--- config.mk ---
export PLATFORM = sky130hd
export DESIGN_NAME = hdmi_source_sel
export DESIGN_NICKNAME = d
export VERILOG_FILES = /design/src/rtl/hdmi_pkg.sv /design/src/rtl/btn_debounce.sv /design/src/rtl/hdmi_source_sel.sv
export SDC_FILE = /design/constraint.sdc
export NUM_CORES = 1
export LEC_CHECK = 0
export ABC_AREA = 1
export CELL_PAD_IN_SITES_DETAIL_PLACEMENT = 1
export CELL_PAD_IN_SITES_GLOBAL_PLACEMENT = 1
export CORE_AREA = 2 2 94 96
export CTS_CLUSTER_SIZE = 24
export DETAILED_ROUTE_END_ITERATION = 16
export DIE_AREA = 0 0 96 98
export HOLD_SLACK_MARGIN = 0.15
export PLACE_DENSITY_LB_ADDON = 0.12
export SLEW_MARGIN = 10
export SYNTH_ARGS = -nofsm -noshare
export SYNTH_HDL_FRONTEND = slang
export SYNTH_HIERARCHICAL = 1
export SYNTH_SLANG_ARGS = --single-unit
--- constraint.sdc ---
create_clock -name clk_hdmi -period 3.35 [get_ports clk_hdmi]
set_input_delay 0.67 -clock clk_hdmi [delete_from_list [all_inputs] [get_ports clk_hdmi]]
set_output_delay 0.67 -clock clk_hdmi [all_outputs]
set_load 0.02 [all_outputs]
--- src/rtl/hdmi_pkg.sv ---
// Shared types and colour constants for the HDMI source-selection path.
package hdmi_pkg;

    typedef enum logic [1:0] {
        VIDEO    = 2'd0,
        PEND_PAT = 2'd1,
        PAT      = 2'd2,
        PEND_VID = 2'd3
    } source_state_t;

    typedef enum logic [1:0] {
        BARS    = 2'd0,
        CHECKER = 2'd1,
        RAMP    = 2'd2,
        FLICKER = 2'd3
    } pattern_mode_t;

    localparam logic [23:0] COL_WHITE   = 24'hffffff;
    localparam logic [23:0] COL_YELLOW  = 24'hffff00;
    localparam logic [23:0] COL_CYAN    = 24'h00ffff;
    localparam logic [23:0] COL_GREEN   = 24'h00ff00;
    localparam logic [23:0] COL_MAGENTA = 24'hff00ff;
    localparam logic [23:0] COL_RED     = 24'hff0000;
    localparam logic [23:0] COL_BLUE    = 24'h0000ff;
    localparam logic [23:0] COL_BLACK   = 24'h000000;

    function automatic logic [23:0] bar_color(input logic [2:0] idx);
        logic [23:0] c;
        case (idx)
            3'd0:    c = COL_WHITE;
            3'd1:    c = COL_YELLOW;
            3'd2:    c = COL_CYAN;
            3'd3:    c = COL_GREEN;
            3'd4:    c = COL_MAGENTA;
            3'd5:    c = COL_RED;
            3'd6:    c = COL_BLUE;
            default: c = COL_BLACK;
        endcase
        return c;
    endfunction

endpackage

--- src/rtl/btn_debounce.sv ---
// Push-button conditioner: 2-FF synchronizer, stability counter and a
// single-cycle pulse on each debounced rising edge.
module btn_debounce #(
    parameter logic [19:0] DEBOUNCE_CYCLES = 20'd270000
) (
    input  logic clk,
    input  logic rst,
    input  logic btn,
    output logic rise
);

    logic        sync_p0;
    logic        sync_p1;
    logic        level;
    logic [19:0] cnt;

    // Stage 0/1: metastability filter for the asynchronous button
    always_ff @(posedge clk or posedge rst) begin
        if (rst) begin
            sync_p0 <= 1'b0;
            sync_p1 <= 1'b0;
        end else begin
            sync_p0 <= btn;
            sync_p1 <= sync_p0;
        end
    end

    // Stage 2: level follows the synchronized input only after it has
    // disagreed for DEBOUNCE_CYCLES consecutive cycles; any agreement restarts.
    always_ff @(posedge clk or posedge rst) begin
        if (rst) begin
            cnt   <= '0;
            level <= 1'b0;
            rise  <= 1'b0;
        end else begin
            rise <= 1'b0;
            if (sync_p1 == level) begin
                cnt <= '0;
            end else if (cnt >= DEBOUNCE_CYCLES - 20'd1) begin
                level <= sync_p1;
                rise  <= sync_p1;
                cnt   <= '0;
            end else begin
                cnt <= cnt + 20'd1;
            end
        end
    end

endmodule

--- src/rtl/hdmi_source_sel.sv ---
// Frame-synchronous selector between upscaled video and an internal test
// pattern; source changes are deferred to the frame boundary.
module hdmi_source_sel
    import hdmi_pkg::*;
#(
    parameter logic [9:0]  OSCREEN_WIDTH   = 10'd720,
    parameter logic [9:0]  OSCREEN_HEIGHT  = 10'd480,
    parameter logic [9:0]  OFRAME_WIDTH    = 10'd858,
    parameter logic [9:0]  OFRAME_HEIGHT   = 10'd525,
    parameter logic [19:0] DEBOUNCE_CYCLES = 20'd270000,
    parameter logic [9:0]  BAR_WIDTH       = 10'd90
) (
    input  logic        clk_hdmi,
    input  logic        rst_hdmi,
    input  logic        btn_req,
    input  logic [1:0]  sw_mode,
    input  logic [9:0]  hx,
    input  logic [9:0]  hy,
    input  logic [23:0] rgb_video,
    output logic [23:0] rgb_out,
    output logic        override_active,
    output logic        frame_start
);

    logic          req_toggle;
    logic          fb;
    logic          pat_sel;
    logic          blank;
    logic [2:0]    bar_idx;
    logic          bar_beyond;
    logic [23:0]   pat_rgb;
    logic          parity_q;
    pattern_mode_t mode_q;
    source_state_t state_q;
    source_state_t state_d;
    logic [23:0]   rgb_p1;
    logic          ovr_p1;
    logic          fs_p1;

    btn_debounce #(
        .DEBOUNCE_CYCLES(DEBOUNCE_CYCLES)
    ) u_debounce (
        .clk  (clk_hdmi),
        .rst  (rst_hdmi),
        .btn  (btn_req),
        .rise (req_toggle)
    );

    assign fb      = (hx == OFRAME_WIDTH - 10'd1) && (hy == OFRAME_HEIGHT - 10'd1);
    assign pat_sel = (state_q == PAT) || (state_q == PEND_VID);
    assign blank   = (hx >= OSCREEN_WIDTH) || (hy >= OSCREEN_HEIGHT);

    // A toggle always beats the frame boundary, so a coincident fb is ignored.
    always_comb begin
        state_d = state_q;
        case (state_q)
            VIDEO:    if (req_toggle) state_d = PEND_PAT;
            PEND_PAT: if (req_toggle) state_d = VIDEO;
                      else if (fb)    state_d = PAT;
            PAT:      if (req_toggle) state_d = PEND_VID;
            PEND_VID: if (req_toggle) state_d = PAT;
                      else if (fb)    state_d = VIDEO;
            default:  state_d = VIDEO;
        endcase
    end

    always_comb begin
        bar_idx    = 3'd0;
        bar_beyond = ({3'b000, hx} >= 13'd8 * {3'b000, BAR_WIDTH});
        for (int k = 1; k < 8; k++) begin
            if ({3'b000, hx} >= 13'(k) * {3'b000, BAR_WIDTH}) bar_idx = 3'(k);
        end
    end

    always_comb begin
        pat_rgb = COL_BLACK;
        case (mode_q)
            BARS:    pat_rgb = bar_beyond ? COL_BLACK : bar_color(bar_idx);
            CHECKER: pat_rgb = (hx[4] ^ hy[4]) ? COL_WHITE : COL_BLACK;
            RAMP:    pat_rgb = {3{hx[9:2]}};
            FLICKER: pat_rgb = parity_q ? COL_MAGENTA : COL_GREEN;
            default: pat_rgb = COL_BLACK;
        endcase
    end

    // Stage 1: state, per-frame latches and the registered pixel output
    always_ff @(posedge clk_hdmi or posedge rst_hdmi) begin
        if (rst_hdmi) begin
            state_q  <= VIDEO;
            mode_q   <= BARS;
            parity_q <= 1'b0;
            rgb_p1   <= '0;
            ovr_p1   <= 1'b0;
            fs_p1    <= 1'b0;
        end else begin
            state_q <= state_d;
            fs_p1   <= fb;
            ovr_p1  <= pat_sel;
            rgb_p1  <= blank ? COL_BLACK : (pat_sel ? pat_rgb : rgb_video);
            if (fb) begin
                mode_q   <= pattern_mode_t'(sw_mode);
                parity_q <= ~parity_q;
            end
        end
    end

    assign rgb_out         = rgb_p1;
    assign override_active = ovr_p1;
    assign frame_start     = fs_p1;

endmodule
==> results.ini <==
[power]
vdd_drop_max_uv=163
clock_power_share=0.298
power_per_cell_area_nw_per_um2=321
p_total_uw=1290
seqPwrFrac=0.541
power_leakage_uw=0.00181
internal_power_uw=955
power_frac_comb=0.161
power.switching_uw=332
swShare=0.258

[yosys]
synth_commonest_cells=nand2_1 (114), dfrtp_1 (55), inv_1 (40)
yosysMostFrequentCell=nand2_1
netlist_instances=406
synth_edf_count=0
yosysTopAreaCell=dfrtp_1
synth_seq_cells=55
yosysWarnings=6
async_flop_share=1.00
synth_nets=456
seq_area_frac_synth=0.446
ys.flop_type=dfrtp_1
synth_top_area_frac=0.446
synthDistinctLibCells=37
syn-cell-area_um2=3080
synthTopCellsByArea=dfrtp_1 (45%), nand2_1 (14%), nand3_1 (5.8%)
syn_avg_cell_area_um2=7.59

[final_layout]
diodes=0
finalNetCount=528
area_growth_syn_to_layout_pct=30.0
layout-drive-gt1-share=0.0752

[global_routing]
grt_pass1_vias=2999
grt_overflow_total=0
grt_use_total=0.188
antenna_found_initial=0
grt_pass1_wl_mm=14.0
grt_max_degree=36

[detailed_routing]
postRouteAntennaNets=0
wl_per_cell_um=14.2
initialDrtViolationCount=67
drcViolationCount=0
vias_per_cell=4.87
route.vias.total=2859
dr.pass1.iters=4
routed_wl_mm=8.34

[critical_path]
arrival_ns=2.47
worst-setup-path-type=in -> reg
cp_max_fo=10
worstPathRequired_ns=3.53
end_kind=register
start_kind=input port

[die]
coreArea_um2=8470
io_pins=75
die_w_um=96
die_y_um=98
die_area_um2=9410
rows=34
initial_core_util=0.364

[job]
maxCapViolations=0

[sta]
setup_viol=0
tightest_slew_ns=0.951
rsz0062_at_grt=false
finalMaxSlewViolations=0
max-slew-margin-rel=0.365
maxClockFrequency_ghz=0.437
fin_tns_setup_ns=0
skew_ns=0.00813
fin_crit_ns=2.29
period_share=0.684
hold_violations=0

[clocking]
cts_resized=0
clock_sinks=55
clk_pin_slew_ns=0.10
cts_tree=done
post_cts_buffers=0
root_buffer=clkbuf_8
max-clock-path-buffers=2
cts_made_buffers=5
clock_latency_ns=0.31
h-tree-depth=2
cts_hold_buf=0

[min_path]
worstHoldPathType=reg -> reg

[place]
gp_congestion=0.926
dp_hpwl_mm=6.62
io_buffers=74

[status]
status=completed

## cell type report
| type | instances | area [um2] |
|---|---|---|
| Fill cell | 1032 | 4460 |
| Multi-Input combinational cell | 298 | 1490 |
| Sequential cell | 55 | 1380 |
| Timing Repair Buffer | 76 | 756 |
| Inverter | 42 | 158 |
| Tap cell | 108 | 135 |
| Clock buffer | 7 | 86.3 |
| Clock inverter | 1 | 8.76 |
## cells by family after synthesis
logic type                 after synthesis  share of synthesized area
DFF                                     55                      0.446
buffers and inverters                   53                     0.0714
and+or+nand+nor                        219                      0.319
AOI/OAI and AO/OA                       63                      0.119
adders and majority gates                1                    0.00406
xor gates and xnor gates                14                     0.0398
other                                    1                    0.00122
## metrics by stage
step           area (um2)  hold WS, ns  cells  setup WS (ns)   util
6_report             4010        0.361    587           1.06  0.473
5_1_grt              4010        0.394    587          0.837  0.473
4_1_cts              4010        0.363    587           1.08  0.473
3_5_place_dp         3910        0.337    579          0.750  0.462
3_3_place_gp         3910        0.335    579          0.753  0.462
2_1_floorplan        3080        0.331    406           1.55      -
## worst max-delay path: stages
cell and delay (ns):
clkdlybuf4s50_1 0.68, inv_1 0.08, o21ai_1 0.25, nand2_1 0.08, nand3_1 0.10, nand2_1 0.06, nand2_1 0.06, nand2_1 0.04
nand2_1 0.05, nand2_1 0.06, nand2_2 0.08, nand2_4 0.08, nand2_1 0.11, a21oi_1 0.06
## flip-flops by register name (all words and copies together), names as in the netlist
| name | flops |
|---|---|
| rgb_out | 24 |
| u_debounce/cnt | 20 |
| mode_q | 2 |
| state_q | 2 |
| frame_start | 1 |
| override_active | 1 |
| parity_q | 1 |
| u_debounce/level | 1 |
| u_debounce/rise | 1 |
| u_debounce/sync_p0 | 1 |
| u_debounce/sync_p1 | 1 |
## layer usage
metal | up-vias | track usage | part of all wire
met4 | 0 | 0.0440 | 0.010
met2 | 43 | 0.340 | 0.53
met5 | - | 0 | 0
li1 | 1441 | - | -
met3 | 9 | 0.0424 | 0.044
met1 | 1366 | 0.221 | 0.42
## power by group through the flow
stage | Sequential (uW) | Clock, uW | Combinational (uW)
after floorplan | 726 | 0 | 78.4
after global placement | 709 | 0 | 208
after CTS | 697 | 407 | 211
after global routing | 700 | 430 | 231
after detailed placement | 710 | 0 | 210
final | 696 | 383 | 207
## placed cells by master (no fill, tap or decap), types with 2 or more instances in the layout
cell / count
xnor2_1: 2
o21ai_1: 3
o211ai_1: 2
clkdlybuf4s50_1: 74
clkbuf_8: 6
nor4b_1: 2
a21oi_1: 28
inv_2: 2
o21ai_0: 22
inv_1: 40
nor2_1: 38
nor3_1: 4
nand4_1: 2
nand3_1: 36
o21bai_1: 3
xor2_1: 12
buf_4: 2
a21oi_2: 2
dfrtp_1: 55
nand2_1: 114
nor2_2: 12
nand2_2: 3
## final timing paths
kind                                         startpoint                      endpoint  slack, ns  cells past startpoint
max                                               hx[4]          rgb_out[3]$_DFF_PP0_       1.06                     14
min                        u_debounce/sync_p0$_DFF_PP0_  u_debounce/sync_p1$_DFF_PP0_       0.36                      0
max reg2reg                 u_debounce/cnt[0]$_DFF_PP0_   u_debounce/cnt[7]$_DFF_PP0_       1.64                      8
min reg2reg                u_debounce/sync_p0$_DFF_PP0_  u_debounce/sync_p1$_DFF_PP0_       0.36                      0
max in group asynchronous                      rst_hdmi   u_debounce/cnt[0]$_DFF_PP0_       1.86                      2
min in group asynchronous                      rst_hdmi          parity_q$_DFFE_PP0P_       0.78                      3
No activity file was read; power rests on OpenSTA's default activity.
